<file path="src/rtl/uart_msg_tx.sv">
// uart_msg_tx: serialises a packed message (optionally CR/LF terminated) onto a byte valid/ready stream
module uart_msg_tx #(
  parameter int MSG_LEN     = 32,
  parameter bit APPEND_CRLF = 1
) (
  input  logic                 clk_48mhz,
  input  logic                 reset,
  input  logic [8*MSG_LEN-1:0] msg_data,
  input  logic [5:0]           msg_len,
  input  logic                 msg_valid,
  output logic                 msg_ready,
  output logic [7:0]           uart_in_data,
  output logic                 uart_in_valid,
  input  logic                 uart_in_ready,
  output logic                 busy,
  output logic                 done
);
  localparam int IW = MSG_LEN > 1 ? $clog2(MSG_LEN) : 1;
  localparam logic [6:0] MAX_L = 7'(MSG_LEN);
  typedef enum logic [1:0] {IDLE, SEND, CR, LF} state_t;
  state_t state;
  logic [8*MSG_LEN-1:0] msg_q;
  logic [IW-1:0] idx, first_idx, next_idx;
  logic [6:0] eff_len;
  logic accept, hs;
  // clamp the offered length and derive the first/next byte positions
  always_comb begin
    eff_len   = ({1'b0, msg_len} > MAX_L) ? MAX_L : {1'b0, msg_len};
    first_idx = IW'(eff_len - 7'd1);
    next_idx  = idx - 1'b1;
    accept    = msg_valid && msg_ready;
    hs        = uart_in_valid && uart_in_ready;
  end
  // message sequencer; every output is registered so the byte stays stable until accepted
  always_ff @(posedge clk_48mhz or negedge reset) begin
    if (!reset) begin
      state         <= IDLE;
      msg_q         <= '0;
      idx           <= '0;
      uart_in_data  <= 8'h00;
      uart_in_valid <= 1'b0;
      msg_ready     <= 1'b0;
      busy          <= 1'b0;
      done          <= 1'b0;
    end else begin
      done <= 1'b0;
      case (state)
        IDLE: begin
          msg_ready <= 1'b1;
          if (accept) begin
            msg_q <= msg_data;
            if (eff_len != 7'd0) begin
              state         <= SEND;
              idx           <= first_idx;
              uart_in_data  <= msg_data[8*first_idx +: 8];
              uart_in_valid <= 1'b1;
              msg_ready     <= 1'b0;
              busy          <= 1'b1;
            end else if (APPEND_CRLF) begin
              state         <= CR;
              uart_in_data  <= 8'h0D;
              uart_in_valid <= 1'b1;
              msg_ready     <= 1'b0;
              busy          <= 1'b1;
            end else begin
              done <= 1'b1;
            end
          end
        end
        SEND: begin
          if (hs) begin
            if (idx != '0) begin
              idx          <= next_idx;
              uart_in_data <= msg_q[8*next_idx +: 8];
            end else if (APPEND_CRLF) begin
              state        <= CR;
              uart_in_data <= 8'h0D;
            end else begin
              state         <= IDLE;
              uart_in_data  <= 8'h00;
              uart_in_valid <= 1'b0;
              msg_ready     <= 1'b1;
              busy          <= 1'b0;
              done          <= 1'b1;
            end
          end
        end
        CR: begin
          if (hs) begin
            state        <= LF;
            uart_in_data <= 8'h0A;
          end
        end
        LF: begin
          if (hs) begin
            state         <= IDLE;
            uart_in_data  <= 8'h00;
            uart_in_valid <= 1'b0;
            msg_ready     <= 1'b1;
            busy          <= 1'b0;
            done          <= 1'b1;
          end
        end
      endcase
    end
  end
endmodule

</file>
<file path="config.mk">
export PLATFORM = sky130hd
export DESIGN_NAME = uart_msg_tx
export DESIGN_NICKNAME = d
export VERILOG_FILES = /design/src/rtl/uart_msg_tx.sv
export SDC_FILE = /design/constraint.sdc
export NUM_CORES = 1
export LEC_CHECK = 0
export BUFFER_PORTS_ARGS = -buffer_cell sky130_fd_sc_hd__buf_2
export CAP_MARGIN = 25
export CORE_UTILIZATION = 45
export CTS_CLUSTER_SIZE = 20
export DETAILED_ROUTE_END_ITERATION = 7
export PLACE_DENSITY = 0.69
export SLEW_MARGIN = 20
export SYNTH_ARGS = -nofsm -noshare
export SYNTH_HDL_FRONTEND = slang
export SYNTH_SLANG_ARGS = --single-unit
</file>
<file path="constraint.sdc">
create_clock -name clk_48mhz -period 3.32 [get_ports clk_48mhz]
set_input_delay 0.498 -clock clk_48mhz [delete_from_list [all_inputs] [get_ports clk_48mhz]]
set_output_delay 0.498 -clock clk_48mhz [all_outputs]
set_load 0.05 [all_outputs]
</file>
==> Word-level counts from Yosys, hierarchy flattened <==
Index checks and enable logic that the tools add are counted.
{ "classes": {"addsub": 2, "magnitude_cmp": 1, "eq_ne": 10, "shift": 2, "n_mux": 28, "n_reduce_logical": 13} }
{ "op_table": {"columns": ["operator", "count"], "rows": [
  ["$shiftx 256x9->8", 2],
  ["$mux 8", 6],
  ["$pmux 8 s4", 1],
  ["$mux 5", 4],
  ["$ne 2x2->1 const B", 7],
  ["$mux 2", 6],
  ["$pmux 5 s2", 1],
  ["$reduce_and 5->1", 2],
  ["$sub 5x1->5 const B", 2],
  ["$pmux 2 s4", 1],
  ["$reduce_bool 7->1", 1],
  ["$gt 6x6->1 const B", 1],
  ["$mux 1", 6],
  ["$mux 6", 1],
  ["$reduce_bool 5->1", 1],
  ["$eq 2x2->1 const B", 2],
  ["$pmux 1 s2", 2],
  ["$reduce_and 2->1", 2],
  ["$reduce_and 4->1", 1],
  ["$reduce_bool 2->1", 2],
  ["$reduce_and 3->1", 1],
  ["$eq 2x1->1 const B", 1],
  ["$logic_and 1x1->1", 2],
  ["$logic_not 2->1", 1]
]} }
{ "totals": {"regBits": 274, "output_inout_bits": 12, "elab_cells": 63} }

==> Logic depth before layout (Yosys ltp) <==
{ "depth": {"depth_word": 7, "depth_mapped": 16, "depth_no_buf": 10} }

==> Worst setup path before layout <==
Ideal clock, no wire load.
{ "synth_timing": {"kind": "input-to-reg", "from": "in msg_len[0]", "to": "reg uart_in_data[6]", "setup_time_ns": 0.134, "t_arrival_ns": 3.306, "t_required_ns": 3.186, "slack_ns": -0.120, "stages": 14, "n_path_buf": 6, "path_cell_list": "buf_2 > and2b_1 > buf_2 > inv_1 > buf_2 > buf_1 > ha_1 > buf_2 > xnor2_4 > buf_8 > mux4_1 > a22o_1 > a41oi_1 > o211ai_1"} }
{ "synth_between": {"elab_chain_cells": 7, "elab_cells_between_ends": 8} }
{ "synth_rtl": {"columns": ["item", "line_no", "text"], "rows": [
  ["start: declaration", "9", "input logic [5:0] msg_len,"],
  ["$gt 6x6->1", "28", "eff_len = ({1'b0, msg_len} > MAX_L) ? MAX_L : {1'b0, msg_len};"],
  ["$mux 6 (*)", "28", null],
  ["$sub 5x1->5", "29", "first_idx = IW'(eff_len - 7'd1);"],
  ["$shiftx 256x9->8", "55", "uart_in_data <= msg_data[8*first_idx +: 8];"],
  ["$mux 8 (*)", "52", "if (eff_len != 7'd0) begin"],
  ["$mux 8 (*)", "50", "if (accept) begin"],
  ["$pmux 8 s4 (*)", "47", "case (state)"],
  ["end signal: assignment", "55", null],
  ["end signal: assignment", "74", "uart_in_data <= msg_q[8*next_idx +: 8];"],
  ["end: declaration", "12", "output logic [7:0] uart_in_data,"]
]} }
Mark *: on every way between the ends. The rest lies on a longest branch, timed or not. The select of a mux whose other input is x is not followed.
A chain may end at the register's enable or synchronous reset.

==> Worst setup path after layout <==
{ "layout_timing": {"from": "reg idx[0]", "to": "reg uart_in_data[3]"} }
{ "layout_between": {"elab_chain_cells": 5, "elab_cells_between_ends": 6} }
{ "layout_rtl": {"columns": ["item", "line_no", "text"], "rows": [
  ["start: declaration", "23", "logic [IW-1:0] idx, first_idx, next_idx;"],
  ["start signal: assignment", "54", "idx <= first_idx;"],
  ["start signal: assignment", "73", "idx <= next_idx;"],
  ["$sub 5x1->5", "30", "next_idx = idx - 1'b1;"],
  ["$shiftx 256x9->8", "74", null],
  ["$mux 8 (*)", "72", "if (idx != '0) begin"],
  ["$mux 8 (*)", "71", "if (hs) begin"],
  ["$pmux 8 s4 (*)", "47", null]
]} }
Marks and branches as above.

==> run metrics <==
Die Area 0.0348 mm2; Starting Density 45.7%; clock share of power 44.2%; Worst Setup EP uart_in_data[3]; worst setup margin 0.542 ns; Synth cell types 65; area leader, netlist dfrtp_1; CTS Sinks 274; Hold Path Cell Cnt 2; # port buffers 277; Final Cycle Share 83.7%; post-synth top area share 44.7%; net switching power 2.11 mW; peak supply drop 0.390 mV; Main synth FF type dfrtp_1; drt initial violations 821; Sw Ratio 26.1%; share of layout cells above drive strength 1 50.8%; Initial DRT Pass Iterations 7; share of power burned in registers 41.5%; vias in the first global route 12017; CTS H-tree lvls 1; Worst-Skew Late Latency 0.56 ns; sequential share of the synthesized area 44.7%; die width 187 um; RR Startpoint idx[0]; die height 187 um; clock buffers created by TritonCTS 30; Hold Path Class in2reg; syn nets 1436; # DRC 0; met3 GRT Util 6.85%; Worst Reg-to-Reg Cells 8; Data required, critical path 3.76 ns; Setup Fix Bufs, Post-CTS 0; Clk Tree Root Cell clkbuf_16; FF+latch area 0.00686 mm2; pwr/cell area 438 mW/mm2; routed vias 11743; MaxCap Viol Count 0; # setup viols final 0; WS Path Type reg2reg; Synth Warn # 0; largest net degree at the start of global routing 106; Post-synth EDFFs 0; Final #Nets 1698; I/O pin count 278; GRT met1 Usage 39.8%; mean area per synthesized cell 13.2 um2; aggregate global-route resource usage 28.4%; logic gate share of total power 14.4%; Post-Syn Area 0.0153 mm2; relative slew slack 51.4%; post-route cell area 0.0184 mm2; row cnt 67; Multi-input gate area 0.00804 mm2; worst path cell trace buf_4, buf_4, mux4_2, mux2i_1, mux2_2, a31oi_1, a221oi_1, nor4_1; actual slew at the worst max-slew pin 0.729 ns; core area 0.0335 mm2; routed vias/inst 6.18; global-route wire length before repair 74.5 mm; Placed Instance Area 0.0173 mm2; drt wl/cell 26.0 um; Tmin final 2.78 ns; area growth from synthesis to layout 20.1%; Fmax 0.360 GHz; initial antenna violation count 7; Lkg Pwr 8.90 nW; met2 global-route usage 43.2%; CP max stage cell mux4_2; Synth async-reset ratio 100%; Clock Path Buffers 3; Detail Placement HPWL 37.1 mm; FF-to-FF End uart_in_data[3]; Arrival @ worst endpoint 3.21 ns; Int Power 5.96 mW; FILL cells 2841; Post-Synthesis Cells 1164; Post-Route Setup TNS 0 ns; Startpoint Class register; Clock transition at path regs 0.06 ns; synthesized flop and latch total 274; synth top area cells dfrtp_1, mux2_2, mux4_2, mux4_1, nand2_1; Setup WS pre-CTS 0.258 ns; ANT nets after route 0; R2R Setup Slk 0.54 ns; crit path from idx[0]; Resized cells post-CTS 0; most frequent CP cell buf_4; CTS tree yes; Max FO, Critical Path 24; placer congestion estimate 0.955; final wirelength 49.5 mm; RSZ-0062 raised after global routing false; Clock Skew 0.00690 ns; status complete, no violations; final hold viol count 0; grt peak-use layer met2; CP Capture Type register; GRT overflow 0; delay of the slowest critical-path stage 0.63 ns; fin. max-slew vios 0
[cell families (layout without fill, tap and decap cells)]
kind of cell,Yosys count,count (layout),synth area share [%]
AOI/OAI and AO/OA,145,145,6.72
DFF,274,274,44.7
and+or+nand+nor,234,234,7.04
buffers and inverters,101,386,3.14
other,0,3,0
xor gates and xnor gates,6,6,0.514
adders and majority gates,6,6,0.490
muxes,398,398,37.4
[repair_timing]
| item | 4_1_cts | 5_1_grt |
|---|---|---|
| endpoints found under the hold margin | 49 | 0 |
| setup endpoints to repair | 0 | 0 |
| hold buffers | 1 | 0 |
[final cells by class]
class | count | share of cell area [%]
flip-flops and latches | 274 | 37.3
well taps | 448 | 3.04
clock inverters | 12 | 0.911
repair buffers | 321 | 10.1
diodes | 3 | 0.0408
inverters | 10 | 0.204
clock buffers | 43 | 4.78
multi-input cells | 789 | 43.7
[layer usage]
metal,up-vias,part of all wire (%)
met4,8,3.4
met5,-,0.11
li1,5034,-
met1,6002,42
met2,598,45
met3,101,9.3
[sequential cells by signal, indices dropped and copies added, names as in the netlist]
signal and count:
idx 5, busy 1, state 2, msg_q 256, msg_ready 1, uart_in_data 8, done 1
[layout by cell type, fill, tap and decap left out, types with 6 or more instances in the layout]
master / n
buf_2: 276
dfrtp_1: 273
mux2_2: 264
nand2_1: 106
mux4_2: 88
nand3_1: 50
buf_4: 33
clkbuf_16: 31
nor2_1: 30
mux2i_1: 27
o21ai_0: 24
a31oi_1: 19
mux4_1: 19
a21oi_1: 17
a32oi_1: 15
nand4_1: 11
inv_1: 10
a41oi_1: 10
buf_12: 10
o22ai_1: 9
a22oi_1: 8
o211ai_1: 8
and3_1: 6
nor3_1: 6
a22o_1: 6
clkbuf_8: 6
clkbuf_1: 6
[worst max-delay path, delay by kind of cell, from the launching register on]
kind,cells,cell delay [ns]
buffers and inverters,2,0.72
DFF,1,0.40
and+or+nand+nor,1,0.10
muxes,3,0.95
AOI/OAI and AO/OA,2,0.45
[Yosys cell counts (all sizes together), types with 3 or more instances]
cell type / instances
a2111oi: 4
a21oi: 17
a221oi: 3
a22o: 6
a22oi: 8
a311oi: 4
a31oi: 19
a32oi: 15
a41oi: 10
and2: 5
and3: 6
buf: 37
clkbuf: 54
dfrtp: 274
ha: 6
inv: 10
mux2: 264
mux2i: 27
mux4: 107
nand2: 106
nand3: 51
nand4: 11
nor2: 31
nor2b: 3
nor3: 6
o211ai: 8
o21ai: 24
o22ai: 9
xnor2: 5
[power by group through the flow]
stage	clock, mW	sequential, mW	combinational [mW]
final	3.56	3.35	1.16
after detailed placement	0	3.41	1.14
after global routing	3.75	3.35	1.22
after global placement	0	3.41	1.14
after CTS	3.60	3.35	1.15
after floorplan	0	3.41	0.566
[worst min path at each step]
stage | start | to | slack, ns
5_1_grt | msg_data[169] | msg_q[169] | 0.17
3_3_place_gp | msg_q[200] | msg_q[200] | 0.48
6_report | msg_data[167] | msg_q[167] | 0.18
2_1_floorplan | reset | busy | 0.20
4_1_cts | msg_data[167] | msg_q[167] | 0.17
3_5_place_dp | msg_q[78] | msg_q[78] | 0.49
[through the flow]
stage               hold slack (ns)  power (mW)  util [%]  cells
global route                  0.174        8.31      54.9   1899
global placement              0.481        4.55      51.7   1841
finish                        0.178        8.07      54.9   1900
floorplan                     0.202        3.97         -   1164
CTS                           0.168        8.10      54.9   1897
detailed placement            0.488        4.55      51.7   1841
(Power assumes the default switching activity.)
